$ cat src/rtl/ballot_sequencer_pkg.sv
// Shared encodings and helpers for the ballot sequencer: command opcodes, FSM states,
// the BCD digit limit and counter widths.
package ballot_sequencer_pkg;

  typedef enum logic [1:0] {
    OP_START  = 2'd0,
    OP_VOTE   = 2'd1,
    OP_FINISH = 2'd2,
    OP_RSVD   = 2'd3
  } op_e;

  typedef enum logic [1:0] {
    IDLE  = 2'd0,
    PULSE = 2'd1,
    GAP   = 2'd2
  } state_e;

  localparam logic [3:0] BCD_MAX = 4'd9;
  localparam int CNT_W  = 8;
  localparam int STEP_W = 4;

  // Index of the final pulse of a command.
  function automatic logic [STEP_W-1:0] last_step(input op_e op, input int finish_pulses);
    case (op)
      OP_VOTE:   return STEP_W'(2);
      OP_FINISH: return STEP_W'(finish_pulses - 1);
      default:   return '0;
    endcase
  endfunction

  function automatic logic cmd_bad(input op_e op, input logic [3:0] d1, input logic [3:0] d2);
    return (op == OP_RSVD) || ((op == OP_VOTE) && ((d1 > BCD_MAX) || (d2 > BCD_MAX)));
  endfunction

endpackage

$ cat src/rtl/ballot_sequencer_pulse_timer.sv
// Down-counter used for both the high and low phase of each pulse; flags its
// terminal cycle and also whether the following cycle will be terminal.
module ballot_sequencer_pulse_timer
  import ballot_sequencer_pkg::*;
#(
  parameter int W = CNT_W
) (
  input  logic         clock,
  input  logic         reset,
  input  logic         load,
  input  logic [W-1:0] load_val,
  output logic         last,
  output logic         last_next
);

  logic [W-1:0] cnt;

  always_ff @(posedge clock) begin
    if (reset) begin
      cnt <= '0;
    end else if (load) begin
      cnt <= load_val;
    end else if (cnt != '0) begin
      cnt <= cnt - 1'b1;
    end
  end

  assign last = (cnt == '0);
  // Lets the owner register a flag that lines up with the terminal cycle.
  assign last_next = load ? (load_val == '0) : (cnt <= W'(1));

endmodule

$ cat src/rtl/ballot_sequencer.sv
// Converts START/VOTE/FINISH commands into the voting FSM's start/valid/digit/
// finish/swap strobe protocol and counts confirmed votes per election.
//
//   state | meaning
//   IDLE  | waiting for a command, cmd_ready high
//   PULSE | strobe for the current step held high
//   GAP   | strobes low; digit for the next step already presented
module ballot_sequencer
  import ballot_sequencer_pkg::*;
#(
  parameter int PULSE_CYCLES  = 1,
  parameter int GAP_CYCLES    = 1,
  parameter int FINISH_PULSES = 3
) (
  input  logic       clock,
  input  logic       reset,
  input  logic       cmd_valid,
  output logic       cmd_ready,
  input  logic [1:0] cmd_op,
  input  logic [3:0] cmd_dig1,
  input  logic [3:0] cmd_dig2,
  input  logic       cmd_swap,
  output logic [3:0] digit,
  output logic       valid,
  output logic       start,
  output logic       finish,
  output logic       swap,
  output logic       done,
  output logic       err,
  output logic [7:0] votes_sent
);

  localparam logic [CNT_W-1:0] P_LOAD = CNT_W'(PULSE_CYCLES - 1);
  localparam logic [CNT_W-1:0] G_LOAD = CNT_W'(GAP_CYCLES - 1);

  state_e              state, state_n;
  op_e                 op_q, op_n;
  op_e                 cmd_op_e;
  logic [STEP_W-1:0]   step, step_n;
  logic [3:0]          dig1_q, dig1_n, dig2_q, dig2_n;
  logic                t_load;
  logic [CNT_W-1:0]    t_val;
  logic                t_last, t_last_next;
  logic                reject;

  assign cmd_op_e  = op_e'(cmd_op);
  assign cmd_ready = (state == IDLE);

  ballot_sequencer_pulse_timer #(.W(CNT_W)) u_timer (
    .clock     (clock),
    .reset     (reset),
    .load      (t_load),
    .load_val  (t_val),
    .last      (t_last),
    .last_next (t_last_next)
  );

  always_comb begin
    state_n = state;
    step_n  = step;
    op_n    = op_q;
    dig1_n  = dig1_q;
    dig2_n  = dig2_q;
    t_load  = 1'b0;
    t_val   = '0;
    reject  = 1'b0;
    case (state)
      IDLE: begin
        if (cmd_valid) begin
          if (cmd_bad(cmd_op_e, cmd_dig1, cmd_dig2)) begin
            reject = 1'b1;
          end else begin
            state_n = PULSE;
            step_n  = '0;
            op_n    = cmd_op_e;
            dig1_n  = cmd_dig1;
            dig2_n  = cmd_dig2;
            t_load  = 1'b1;
            t_val   = P_LOAD;
          end
        end
      end
      PULSE: begin
        if (t_last) begin
          state_n = GAP;
          t_load  = 1'b1;
          t_val   = G_LOAD;
        end
      end
      GAP: begin
        if (t_last) begin
          if (step == last_step(op_q, FINISH_PULSES)) begin
            state_n = IDLE;
          end else begin
            state_n = PULSE;
            step_n  = step + 1'b1;
            t_load  = 1'b1;
            t_val   = P_LOAD;
          end
        end
      end
      default: state_n = IDLE;
    endcase
  end

  // Outputs are registered from the next-state view so they line up with the state.
  always_ff @(posedge clock) begin
    if (reset) begin
      state      <= IDLE;
      step       <= '0;
      op_q       <= OP_START;
      dig1_q     <= '0;
      dig2_q     <= '0;
      digit      <= '0;
      valid      <= 1'b0;
      start      <= 1'b0;
      finish     <= 1'b0;
      swap       <= 1'b0;
      done       <= 1'b0;
      err        <= 1'b0;
      votes_sent <= '0;
    end else begin
      state  <= state_n;
      step   <= step_n;
      op_q   <= op_n;
      dig1_q <= dig1_n;
      dig2_q <= dig2_n;
      valid  <= (state_n == PULSE) && (op_n != OP_FINISH);
      start  <= (state_n == PULSE) && (op_n == OP_START);
      finish <= (state_n == PULSE) && (op_n == OP_FINISH);
      done   <= (state_n == GAP) && t_last_next && (step_n == last_step(op_n, FINISH_PULSES));
      err    <= reject;
      // During the gap after the first pulse the second digit is already set up.
      if ((state_n != IDLE) && (op_n == OP_VOTE)) begin
        digit <= ((state_n == PULSE) && (step_n == '0)) ? dig1_n : dig2_n;
      end
      if ((state == IDLE) && (state_n == PULSE)) begin
        if (op_n == OP_START) begin
          swap       <= 1'b0;
          votes_sent <= '0;
        end else if (op_n == OP_VOTE) begin
          swap <= cmd_swap;
        end
      end
      if ((state != PULSE) && (state_n == PULSE) && (op_n == OP_VOTE) &&
          (step_n == STEP_W'(2)) && (votes_sent != 8'hFF)) begin
        votes_sent <= votes_sent + 8'd1;
      end
    end
  end

endmodule

$ cat config.mk
export PLATFORM = sky130hd
export DESIGN_NAME = ballot_sequencer
export DESIGN_NICKNAME = d
export VERILOG_FILES = /design/src/rtl/ballot_sequencer_pkg.sv /design/src/rtl/ballot_sequencer_pulse_timer.sv /design/src/rtl/ballot_sequencer.sv
export SDC_FILE = /design/constraint.sdc
export NUM_CORES = 1
export LEC_CHECK = 0
export CAP_MARGIN = 20
export CORE_MARGIN = 4
export CORE_UTILIZATION = 55
export DETAILED_ROUTE_END_ITERATION = 7
export PLACE_DENSITY = 0.81
export SLEW_MARGIN = 20
export SYNTH_ARGS = -nofsm -noshare
export SYNTH_HDL_FRONTEND = slang
export SYNTH_SLANG_ARGS = --single-unit
export TNS_END_PERCENT = 30
$ cat constraint.sdc
create_clock -name clock -period 4.25 [get_ports clock]
set_input_delay 0.6375 -clock clock [delete_from_list [all_inputs] [get_ports clock]]
set_output_delay 0.6375 -clock clock [all_outputs]
set_load 0.01 [all_outputs]
# Word level (Yosys, flattened, before mapping)
# Index checks and enable logic that the tools add are counted.
[word_totals]
regBits = 42
inputBits = 14
out_inout_bits = 19
elab_cells = 107
[classes]
add_sub_neg = 3
magnitude_cmp = 3
eq_ne = 16
muxes = 39
bitwise_logic = 2
reduce_logical = 30
[ops]
columns = ["cell", "count"]
rows = [
  ["$mux W4", 14],
  ["$mux W8", 3],
  ["$mux W2", 9],
  ["$logic_and A1 B1 Y1", 13],
  ["$eq A2 B1 Y1 const B", 5],
  ["$eq A2 B2 Y1 const B", 5],
  ["$mux W1", 10],
  ["$add A8 B1 Y8 const B", 1],
  ["$eq A4 B4 Y1", 2],
  ["$gt A4 B4 Y1 const B", 2],
  ["$le A8 B1 Y1 const B", 1],
  ["$logic_not A8 Y1", 1],
  ["$ne A8 B8 Y1 const B", 1],
  ["$pmux W4 S2", 1],
  ["$reduce_bool A2 Y1", 4],
  ["$reduce_bool A8 Y1", 1],
  ["$sub A8 B1 Y8 const B", 1],
  ["$pmux W2 S3", 1],
  ["$reduce_or A2 Y1", 3],
  ["$add A4 B1 Y4 const B", 1],
  ["$eq A4 B2 Y1 const B", 1],
  ["$logic_not A2 Y1", 2],
  ["$logic_not A4 Y1", 1],
  ["$reduce_and A2 Y1", 2],
  ["other kinds (6)", 8],
]

# Depth between registers and ports, before layout
[logic_depth]
word_depth = 16
depth_mapped = 11
mapped_depth_nobuf = 11

# By module
# From an unflattened synthesis, not the netlist that was laid out.
[unflattened]
cells_unflattened = 268
hier_area_um2 = 2401.1
[by_module_without_submodules]
columns = ["module", "n_inst", "cells_per_inst", "area_each_um2", "seq_area_each_um2"]
rows = [
  ["ballot_sequencer", 1, 206, 1880.6, 680.7],
  ["ballot_sequencer_pulse_timer", 1, 62, 520.5, 160.2],
]

# Least setup slack after synthesis
# Ideal clock, no wire load.
[synth_path]
path_type = "input to register"
from = "input port cmd_dig1[2]"
to = "register votes_sent[0]"
setup_ns = 0.131
arrival_ns = 2.983
required_time_ns = 4.119
slack_ns = 1.137
stages = 11
path_buffers = 1
path_cell_list = "o211ai_1 > nand3_1 > nor2_1 > clkbuf_1 > mux2i_1 > ha_1 > nor2b_1 > o41ai_1 > nand4bb_1 > o21ai_2 > mux2i_1"
[synth_between]
elab_chain_len = 14
elab_cells_between_ends = 26
cone_classes = "1 x order compare; 3 x eq/ne; 10 x mux; 12 x reduce/logical"
[synth_rtl]
columns = ["item", "line", "rtl"]
rows = [
  ["start: declaration", "ballot_sequencer.sv:20", "input logic [3:0] cmd_dig1,"],
  ["$gt A4 B4 Y1 (*)", "ballot_sequencer_pkg.sv:32", "return (op == OP_RSVD) || ((op == OP_VOTE) && ((d1 > BCD_MAX) || (d2 > BCD_MAX)));"],
  ["$logic_or A1 B1 Y1 (*)", "ballot_sequencer_pkg.sv:32", ""],
  ["$logic_and A1 B1 Y1 (*)", "ballot_sequencer_pkg.sv:32", ""],
  ["$logic_or A1 B1 Y1 (*)", "ballot_sequencer_pkg.sv:32", ""],
  ["$mux W2", "ballot_sequencer.sv:70", "if (cmd_bad(cmd_op_e, cmd_dig1, cmd_dig2)) begin"],
  ["$mux W2", "ballot_sequencer.sv:69", "if (cmd_valid) begin"],
  ["$pmux W2 S3", "ballot_sequencer.sv:67", "case (state)"],
  ["$eq A2 B1 Y1", "ballot_sequencer.sv:137, ballot_sequencer.sv:145", ""],
  ["$logic_and A1 B1 Y1 (3 in series)", "ballot_sequencer.sv:145", "if ((state != PULSE) && (state_n == PULSE) && (op_n == OP_VOTE) &&"],
  ["$logic_and A1 B1 Y1", "ballot_sequencer.sv:146", "(step_n == STEP_W'(2)) && (votes_sent != 8'hFF)) begin"],
  ["$reduce_bool A2 Y1 (no line)", "--", ""],
  ["$reduce_and A2 Y1 (no line)", "--", ""],
  ["end signal: assignment", "ballot_sequencer.sv:147", "votes_sent <= votes_sent + 8'd1;"],
  ["end: declaration", "ballot_sequencer.sv:30", "output logic [7:0] votes_sent"],
]
# Every way passes the cells marked *; elsewhere a longest branch is shown, timed or not.
# A chain may end at the register's enable or synchronous reset.

# Final worst setup path
[layout_path]
from = "input port cmd_dig1[2]"
to = "register votes_sent[3]"
# Same word-level chain as after synthesis.

==> results.yml <==
run_status:
  outcome: "completed"
pwr:
  p_per_area_mw_per_mm2: 493
  power.internal_uw: 844
  clockPowerShare_pct: 22.9
  sw_frac_of_total_pct: 37.6
  switchingPower_uw: 508
  p_comb_share_pct: 40.5
  seqPwrFrac_pct: 36.6
  ir_worst_vdd_mv: 0.650
  p_leak_nw: 0.962
sta:
  fmax_mhz: 292
  slew_viol_final: 0
  period_minus_slack_ps: 3430
  setup-violations-final: 0
  final-hold-violation-count: 0
  finalClockSkew_ps: 8.18
  min_period_over_period_pct: 80.6
  rsz0062_at_grt: "false"
  setup_tns_ps: 0
  maxSlewHeadroom_pct: 48.6
  tightest_slew_ps: 761
routing:
  wirelength_mm: 5.25
  via_per_inst: 6.06
  dr.pass1.iters: 5
  route.met2.wl_mm: 2.39
  drtIter0Drc: 137
  drc_errors: 0
  wl_met3_um: 277
  top_layer: "met4"
  vias: 2092
  wl_per_cell_um: 15.2
  wl_met1_mm: 2.49
  ant_nets: 0
layout:
  fin_nets: 315
  drive_gt1_share_pct: 9.49
  n_antenna_cell: 0
  final_cell_mix: "dfxtp_1 (42), clkdlybuf4s50_1 (32), nor2_1 (24)"
  layout.cells.most_common: "dfxtp_1"
  fin_cells: 345
  synthToLayoutAreaGrowth_pct: 20.1
cts:
  cts.sink_count: 42
  numCtsBuffers: 5
  cts_setup_buffers: 0
  root_buffer: "clkbuf_8"
  cts_buffer_depth: 2
  insertion_delay_ps: 300
  path_clk_slew_ps: 80
  ctsHoldBuffers: 0
  cts.htree.levels: 2
  cts_resized: 0
  cts_tree: "done"
setup_path:
  r2r-end: "votes_sent[3]"
  critPathLaunchType: "input pin"
  reg2reg_from: "state[0]"
  end_kind: "register"
  r2r_cells: 10
  path_cells: "clkdlybuf4s50_1, o211ai_1, nand3_1, nor2_1, mux2i_1, ha_1, nor2b_1, o41ai_1, nand4bb_1, o21ai_2, o22ai_1"
  path_buf_inv: 1
  cp_slowest_cell: "clkdlybuf4s50_1"
  crit_arrival_ps: 3600
  slowest_delay_ps: 440
  cp.required_ps: 4420
  reg2reg_slack_ps: 1240
  path_delay_family: "simple AND/OR/NAND/NOR gates"
  cp_max_fo: 9
  crit_type: "input pin to register"
floorplanning:
  die_w_um: 72.4
  floorplan.initialDensity_pct: 57.1
  dieArea_mm2: 0.00525
  rows: 23
  die_y_um: 72.4
  io_pins: 33
  core_mm2: 0.00400
yosys:
  ys_ff_latch: 42
  postSynthCellCount: 263
  synthesis.nets: 284
  synth_compound_area_share_pct: 21.4
  synthMuxAreaShare_pct: 1.81
  synth_edf_count: 0
  avgSynthCellArea_um2: 8.68
  yosysUniqueCellTypes: 58
  synth_ff_type: "dfxtp_1"
  synth_area_mm2: 0.00228
  synth-adder-area-share_pct: 3.84
  async_flop_share_pct: 0
  yosysWarnings: 0
  synth-xor-area-share_pct: 4.05
  synth-simple-area-share_pct: 27.8
  yosysSeqAreaShare_pct: 36.8
  synth_top_family_by_area: "simple AND/OR/NAND/NOR gates"
placed_design:
  hpwl_mm: 3.94
  gp_congestion: 0.869
  port_buffers: 32
  dp_cells: 337
job:
  drv_cap: 0
global_routing:
  grt_use_total_pct: 21.1
  grt_pass1_vias: 1880
  grt_max_degree: 23
  grt_antenna_before_repair: 0
  overflow: 0
  grt_pass1_wl_mm: 8.74
hold_path:
  hold_class: "register to register"
  hold_depth: 2
  min_to: "swap"
  min_from: "swap"
-- sequential cells by signal (all words and copies together) (netlist names) --
name         cells
u_timer.cnt      8
votes_sent       8
dig1_q           4
dig2_q           4
digit            4
step             4
op_q             2
state            2
done             1
err              1
finish           1
start            1
swap             1
valid            1
-- layout make-up --
class | instances | area, um2
fill | 336 | 1260
sequential | 42 | 841
clock inverter | 3 | 40.0
tap | 50 | 62.6
clock buffer | 5 | 68.8
inverter | 11 | 41.3
multi-input combinational | 199 | 1350
timing repair buffer | 35 | 343
-- Yosys cell counts, types with 4 or more instances --
cell type,n,area (um2)
o211ai_1,6,45.0
a31oi_1,4,25.0
nand4_1,7,43.8
o21ai_0,12,60.1
nor2_1,24,90.1
dfxtp_1,42,841
nor2b_1,8,50.1
xnor2_1,7,61.3
nand2_1,11,41.3
a21oi_1,23,115
clkbuf_1,8,30.0
nand3b_1,4,30.0
nor4_1,4,25.0
nand3_1,9,45.0
ha_1,7,87.6
o21ai_1,5,25.0
inv_1,11,41.3
nor3_1,10,50.1
a211o_1,5,43.8
o2111ai_1,4,35.0
-- tightest hold or removal path: stages, from the launching register on --
cell and delay, ps:
dfxtp_1 320, nand2_1 50, a21oi_1 60
-- power by group through the flow --
stage / Sequential (mW) / Clock, mW / Combinational [mW]
global route: 0.505 / 0.333 / 0.605
floorplan: 0.495 / 0 / 0.423
detailed placement: 0.503 / 0 / 0.540
CTS: 0.495 / 0.317 / 0.544
finish: 0.495 / 0.310 / 0.548
global placement: 0.504 / 0 / 0.538
-- logic make-up (layout without fill, tap and decap cells) --
| family | count (synthesis) | after routing |
|---|---|---|
| xor+xnor | 9 | 9 |
| simple gates | 107 | 107 |
| flops | 42 | 42 |
| buf+inv | 22 | 54 |
| fa+ha+maj | 7 | 7 |
| compound gates | 72 | 72 |
| mux | 4 | 4 |
-- metal layers --
metal / global-route usage (%) / vias to the layer above
met2: 30.8 / 58
met4: 7.79 / 0
met1: 29.8 / 989
met3: 5.54 / 8
li1: - / 1037
met5: 0 / -
-- worst max-delay path by stage --
stage	start	end	slack [ps]	cells past startpoint
2_1_floorplan	cmd_dig1[2]	votes_sent[0]	1140	11
3_3_place_gp	cmd_valid	votes_sent[0]	770	11
3_5_place_dp	cmd_dig1[2]	votes_sent[3]	600	11
4_1_cts	cmd_dig1[1]	votes_sent[3]	890	11
5_1_grt	cmd_dig1[2]	votes_sent[0]	580	11
6_report	cmd_dig1[2]	votes_sent[3]	820	11
-- per-stage QoR --
step | power, mW | hold slack [ps] | instance area, um2 | worst slack [ps] | utilization (%)
detailed placement | 1.04 | 465 | 2630 | 598 | 65.8
global placement | 1.04 | 451 | 2630 | 772 | 65.8
floorplan | 0.918 | 457 | 2280 | 1140 | -
CTS | 1.36 | 476 | 2740 | 891 | 68.5
finish | 1.35 | 466 | 2740 | 825 | 68.5
global route | 1.44 | 511 | 2740 | 579 | 68.5
Note: power is estimated with default switching activity, not from simulation.
